--- config.mk ---
export PLATFORM = sky130hd
export DESIGN_NAME = id_ex_skid_stage
export DESIGN_NICKNAME = d
export VERILOG_FILES = /design/src/rtl/id_ex_skid_stage.sv
export SDC_FILE = /design/constraint.sdc
export NUM_CORES = 1
export LEC_CHECK = 0
export CAP_MARGIN = 20
export CORE_MARGIN = 8
export CORE_UTILIZATION = 28
export CTS_CLUSTER_SIZE = 8
export DETAILED_ROUTE_END_ITERATION = 10
export PLACE_DENSITY_LB_ADDON = 0.3
export SYNTH_ARGS = -nofsm -noshare
export SYNTH_HDL_FRONTEND = slang
export SYNTH_SLANG_ARGS = --single-unit
--- constraint.sdc ---
create_clock -name clk -period 5.05 [get_ports clk]
set_input_delay 1.01 -clock clk [delete_from_list [all_inputs] [get_ports clk]]
set_output_delay 1.01 -clock clk [all_outputs]
set_load 0.02 [all_outputs]
--- src/rtl/id_ex_skid_stage.sv ---
`default_nettype none
// ============================================================================
// Module   : id_ex_skid_stage
// Brief    : Elastic ID->EX stage with a 2-entry skid buffer, flush, bubble
//            output, occupancy and a saturating stall-cycle counter.
// Revision : 1.0 - initial release
// ============================================================================
module id_ex_skid_stage #(
    parameter int                      PAYLOAD_W   = 128,
    parameter logic [PAYLOAD_W-1:0]    NOP_PAYLOAD = {PAYLOAD_W{1'b0}},
    parameter int                      CNT_W       = 16
) (
    input  logic                  clk,
    input  logic                  rst,
    input  logic                  flush,
    input  logic                  in_valid,
    output logic                  in_ready,
    input  logic [PAYLOAD_W-1:0]  in_payload,
    input  logic                  in_delayslot,
    output logic                  out_valid,
    input  logic                  out_ready,
    output logic [PAYLOAD_W-1:0]  out_payload,
    output logic                  out_delayslot,
    output logic [1:0]            occupancy,
    output logic [CNT_W-1:0]      stall_cycles
);

    localparam logic [CNT_W-1:0] c_stall_max = {CNT_W{1'b1}};

    logic                 r_main_valid;
    logic [PAYLOAD_W-1:0] r_main_payload;
    logic                 r_main_ds;
    logic                 r_skid_valid;
    logic [PAYLOAD_W-1:0] r_skid_payload;
    logic                 r_skid_ds;
    logic [1:0]           r_occupancy;
    logic [CNT_W-1:0]     r_stall_cnt;

    logic                 w_accept;
    logic                 w_drain;
    logic                 w_nxt_main_valid;
    logic [PAYLOAD_W-1:0] w_nxt_main_payload;
    logic                 w_nxt_main_ds;
    logic                 w_nxt_skid_valid;
    logic [PAYLOAD_W-1:0] w_nxt_skid_payload;
    logic                 w_nxt_skid_ds;

    // Ready depends only on registered skid state, never on out_ready.
    assign in_ready      = !r_skid_valid && !rst;
    assign w_accept      = in_valid && in_ready;
    assign w_drain       = r_main_valid && out_ready;

    assign out_valid     = r_main_valid;
    assign out_payload   = r_main_payload;
    assign out_delayslot = r_main_ds;
    assign occupancy     = r_occupancy;
    assign stall_cycles  = r_stall_cnt;

    always_comb begin
        w_nxt_main_valid   = r_main_valid;
        w_nxt_main_payload = r_main_payload;
        w_nxt_main_ds      = r_main_ds;
        w_nxt_skid_valid   = r_skid_valid;
        w_nxt_skid_payload = r_skid_payload;
        w_nxt_skid_ds      = r_skid_ds;

        if (flush) begin
            w_nxt_main_valid   = 1'b0;
            w_nxt_main_payload = NOP_PAYLOAD;
            w_nxt_main_ds      = 1'b0;
            w_nxt_skid_valid   = 1'b0;
        end else if (r_skid_valid) begin
            if (w_drain) begin
                w_nxt_main_valid   = 1'b1;
                w_nxt_main_payload = r_skid_payload;
                w_nxt_main_ds      = r_skid_ds;
                w_nxt_skid_valid   = 1'b0;
            end
        end else if (w_accept && (!r_main_valid || w_drain)) begin
            w_nxt_main_valid   = 1'b1;
            w_nxt_main_payload = in_payload;
            w_nxt_main_ds      = in_delayslot;
        end else if (w_accept) begin
            w_nxt_skid_valid   = 1'b1;
            w_nxt_skid_payload = in_payload;
            w_nxt_skid_ds      = in_delayslot;
        end else if (w_drain) begin
            // Going empty: park the bubble so the outputs read as NOP.
            w_nxt_main_valid   = 1'b0;
            w_nxt_main_payload = NOP_PAYLOAD;
            w_nxt_main_ds      = 1'b0;
        end
    end

    always_ff @(posedge clk) begin
        if (rst) begin
            r_main_valid   <= 1'b0;
            r_main_payload <= NOP_PAYLOAD;
            r_main_ds      <= 1'b0;
            r_skid_valid   <= 1'b0;
            r_skid_payload <= NOP_PAYLOAD;
            r_skid_ds      <= 1'b0;
            r_occupancy    <= 2'd0;
        end else begin
            r_main_valid   <= w_nxt_main_valid;
            r_main_payload <= w_nxt_main_payload;
            r_main_ds      <= w_nxt_main_ds;
            r_skid_valid   <= w_nxt_skid_valid;
            r_skid_payload <= w_nxt_skid_payload;
            r_skid_ds      <= w_nxt_skid_ds;
            r_occupancy    <= {1'b0, w_nxt_main_valid} + {1'b0, w_nxt_skid_valid};
        end
    end

    // Stall counter survives flush; only reset clears it.
    always_ff @(posedge clk) begin
        if (rst) begin
            r_stall_cnt <= '0;
        end else if (r_main_valid && !out_ready && (r_stall_cnt != c_stall_max)) begin
            r_stall_cnt <= r_stall_cnt + 1'b1;
        end
    end

endmodule
`default_nettype wire

==> metrics <==
Crit path buffers/inverters 2; busiest grt layer met2; pwr/cell area 335 nW/um2; postcts setup bufs 0; met1 GRT Util 19.4%; GRT overflow 0; Routed Antenna Nets 0; max cap viols 0; TritonCTS Sinks 278; total CTS buffers 40; hold path depth 2; Hold-fix buffers, CTS 0; CP Data Required Time 5.51 ns; Setup TNS Final 0 ns; I/O pin total 283; Final Cycle Share 68.0%; Via density 4.91; Tmin final 3.43 ns; Post-DP HPWL 22300 um; die height 216 um; Final setup viols 0; Placer Congestion 0.746; Adder-Cell Fraction of Synth Area 0.222%; WHS Endpoint r_skid_payload[102]$_SDFFE_PP0P_; CTS resizes 0; Cell Rows 73; DR WL/cell 17.5 um; area grow syn2layout 37.2%; met3 GRT Util 4.81%; First DRT Iteration DRCs 539; Synth Area in Simple Gates 16.0%; Cell variety after synth 45; outcome finished, final reports clean; nets 1626; DR DRC count 0; IO buf count 282; DIE WIDTH 216 um; Pre-antenna DRT Iters 5; ys flop type dfxtp_1; post-synthesis compound-gate area fraction 28.8%; initial antenna violation count 0; EDFF count, synth 0; xor and xnor area share after synthesis 0%; Initial Util 28.3%; clock tree buffer depth 3; mux cell area share after synthesis 0.389%; Slew Limit Fails 0; Hold Violations, Final 0; HP Class register to register; Largest delay share family, worst path simple AND/OR/NAND/NOR gates; DP Worst Slack 1.01 ns; skew final 0.00921 ns; total number of vias 9912; peak per-stage delay on the critical path 0.77 ns; net count after synthesis 1407; Reg clk slew, reported paths 0.05 ns; H-tree levels 2; Gate Count Post-Synth 1271; full die area 46900 um2; Skew-Pair Late Insertion Delay 0.54 ns; CP endpoint kind register; CP Launch Type input port; # diodes 0; Synth Warn # 0; flop2flop setup slack 1.93 ns; final setup margin 1.62 ns; pin count of the biggest net entering global routing 109; vias in the first global route 9680; Fmax achieved 291 MHz; RSZ-0062 raised after global routing false; Crit-path slowest cell or3_4; min-delay src r_skid_payload[102]$_SDFFE_PP0P_; sequential area share after synthesis 49.5%; drt total wl 35300 um; first-pass GRT wire length 55500 um; Cell Chain, Critical Path clkdlybuf4s50_1 > nand2b_1 > or3_4 > buf_4 > nand2_1 > a21oi_1; critical path class input port to register; Lkg Pwr 4.83 nW; fraction of layout cells with a size suffix above 1 10.8%; CTS tree done; Worst R2R Path Depth 5; GR Util All Layers 14.5%; fraction of registers with async set/reset 0%; Max VDD drop 0.200 mV; critical path arrival 3.90 ns; Core Area 39700 um2; relative slew slack 33.6%; routing usage on met2 21.5%; FF-to-FF Start r_skid_valid$_SDFF_PP0_; average size of a mapped cell 8.85 um2; Clock Root Buffer clkbuf_16; #FFs+latches synth 278; largest family of logic cells by synthesized area compound AO/OA/AOI/OAI gates; reg-to-reg endpoint r_skid_payload[73]$_SDFFE_PP0P_; Post-Syn Area 11300 um2; worst-margin pin slew 0.996 ns; CP max FO 71
==> cells by family (layout without fill, tap and decap cells) <==
| kind of cell | after synthesis | count (layout) |
|---|---|---|
| mux | 4 | 4 |
| buf+inv | 125 | 347 |
| fa+ha+maj | 2 | 2 |
| flops | 278 | 278 |
| compound gates | 418 | 418 |
| simple gates | 444 | 444 |
==> where the power goes <==
part	leakage, nW	total, mW	switching, mW	internal (mW)
Combinational	2.06	0.555	0.313	0.243
Clock	0.517	2.35	0.922	1.43
Sequential	2.25	2.27	0.0304	2.24
Total	4.83	5.18	1.27	3.91
==> worst register-to-register path, stage by stage, from the launching register on <==
cell     delay, ns
dfxtp_4       0.77
or3b_1        0.44
or3_4         0.74
buf_4         0.76
nand2_1       0.16
a21oi_1       0.18
==> layer usage <==
| metal | part of all wire, % | vias up |
|---|---|---|
| met4 | 2.2 | 0 |
| met1 | 47 | 4626 |
| met2 | 43 | 303 |
| li1 | - | 4929 |
| met5 | 0 | - |
| met3 | 7.9 | 54 |
==> registers in the layout, indices dropped and copies added, names as in the netlist <==
signal	count
out_delayslot	1
out_valid	1
out_payload	128
r_skid_payload	128
r_skid_ds	1
occupancy	2
stall_cycles	16
r_skid_valid	1
==> worst max-delay path by stage <==
stage	to	cells after the start	startpoint
floorplan	in_ready	3	rst
global placement	r_skid_payload[18]$_SDFFE_PP0P_	6	out_ready
detailed placement	r_skid_payload[73]$_SDFFE_PP0P_	6	out_ready
CTS	r_skid_payload[14]$_SDFFE_PP0P_	6	out_ready
global route	r_skid_payload[25]$_SDFFE_PP0P_	6	out_ready
finish	r_skid_payload[73]$_SDFFE_PP0P_	6	out_ready
==> synthesized netlist by cell type, types with 2 or more instances <==
master    instances  share of area, %
or3_1             4              0.22
dfxtp_1         278                49
o21a_1            3              0.20
a211oi_2         90                10
nand2b_1          2              0.11
o31ai_1           3              0.20
nor3_1            2             0.089
or4_1             4              0.27
nor4_1            5              0.28
ha_1              2              0.22
buf_2            65               2.9
mux2_2            3              0.30
a22oi_1         129               8.6
nor3b_1           3              0.20
o31a_1            3              0.23
a211oi_1         39               2.6
nand4_1           3              0.17
a21oi_1         139               6.2
nor2b_1           6              0.33
nor2_1          134               4.5
o21ai_0           5              0.22
or2_2             2              0.11
nand2_1         266               8.9
clkbuf_1         48               1.6
buf_4             6              0.40
nand3_1           5              0.22
inv_1             4              0.13
==> metrics by stage <==
stage / area (um2) / hold WS, ns / utilization [%] / total power [mW] / cells
after detailed placement: 14400 / 0.447 / 36.2 / 2.87 / 1972
after global routing: 15400 / 0.466 / 38.9 / 5.39 / 2018
after floorplan: 11300 / 0.437 / - / 2.60 / 1271
final: 15400 / 0.452 / 38.9 / 5.18 / 2018
after CTS: 15400 / 0.454 / 38.8 / 5.27 / 2017
after global placement: 14400 / 0.442 / 36.2 / 2.87 / 1972
==> cell type report <==
type,count,area (um2)
Inverter,4,15.0
Fill cell,3970,24300
Clock inverter,2,17.5
Multi-Input combinational cell,868,5130
Timing Repair Buffer,298,3020
Sequential cell,278,5570
Clock buffer,43,1030
Tap cell,525,657
==> placed cells by master (no fill, tap or decap), drive strengths merged, types with 2 or more instances in the layout <==
cell type,synthesis,layout
a21oi,139,139
ha,2,2
or3,5,5
nand2b,2,2
nand4,3,3
nor3,3,3
a211oi,129,129
or4,4,4
a22oi,129,129
o21a,3,3
nand2,266,266
dfxtp,278,278
nor3b,3,3
nor4,5,5
nor2,135,135
o31ai,3,3
nand3,6,6
nor2b,6,6
o21ai,6,6
buf,73,17
o31a,3,3
mux2,3,3
or2,2,2
clkbuf,48,43
clkdlybuf4s50,0,281
inv,4,6
No activity file was read; power rests on OpenSTA's default activity.
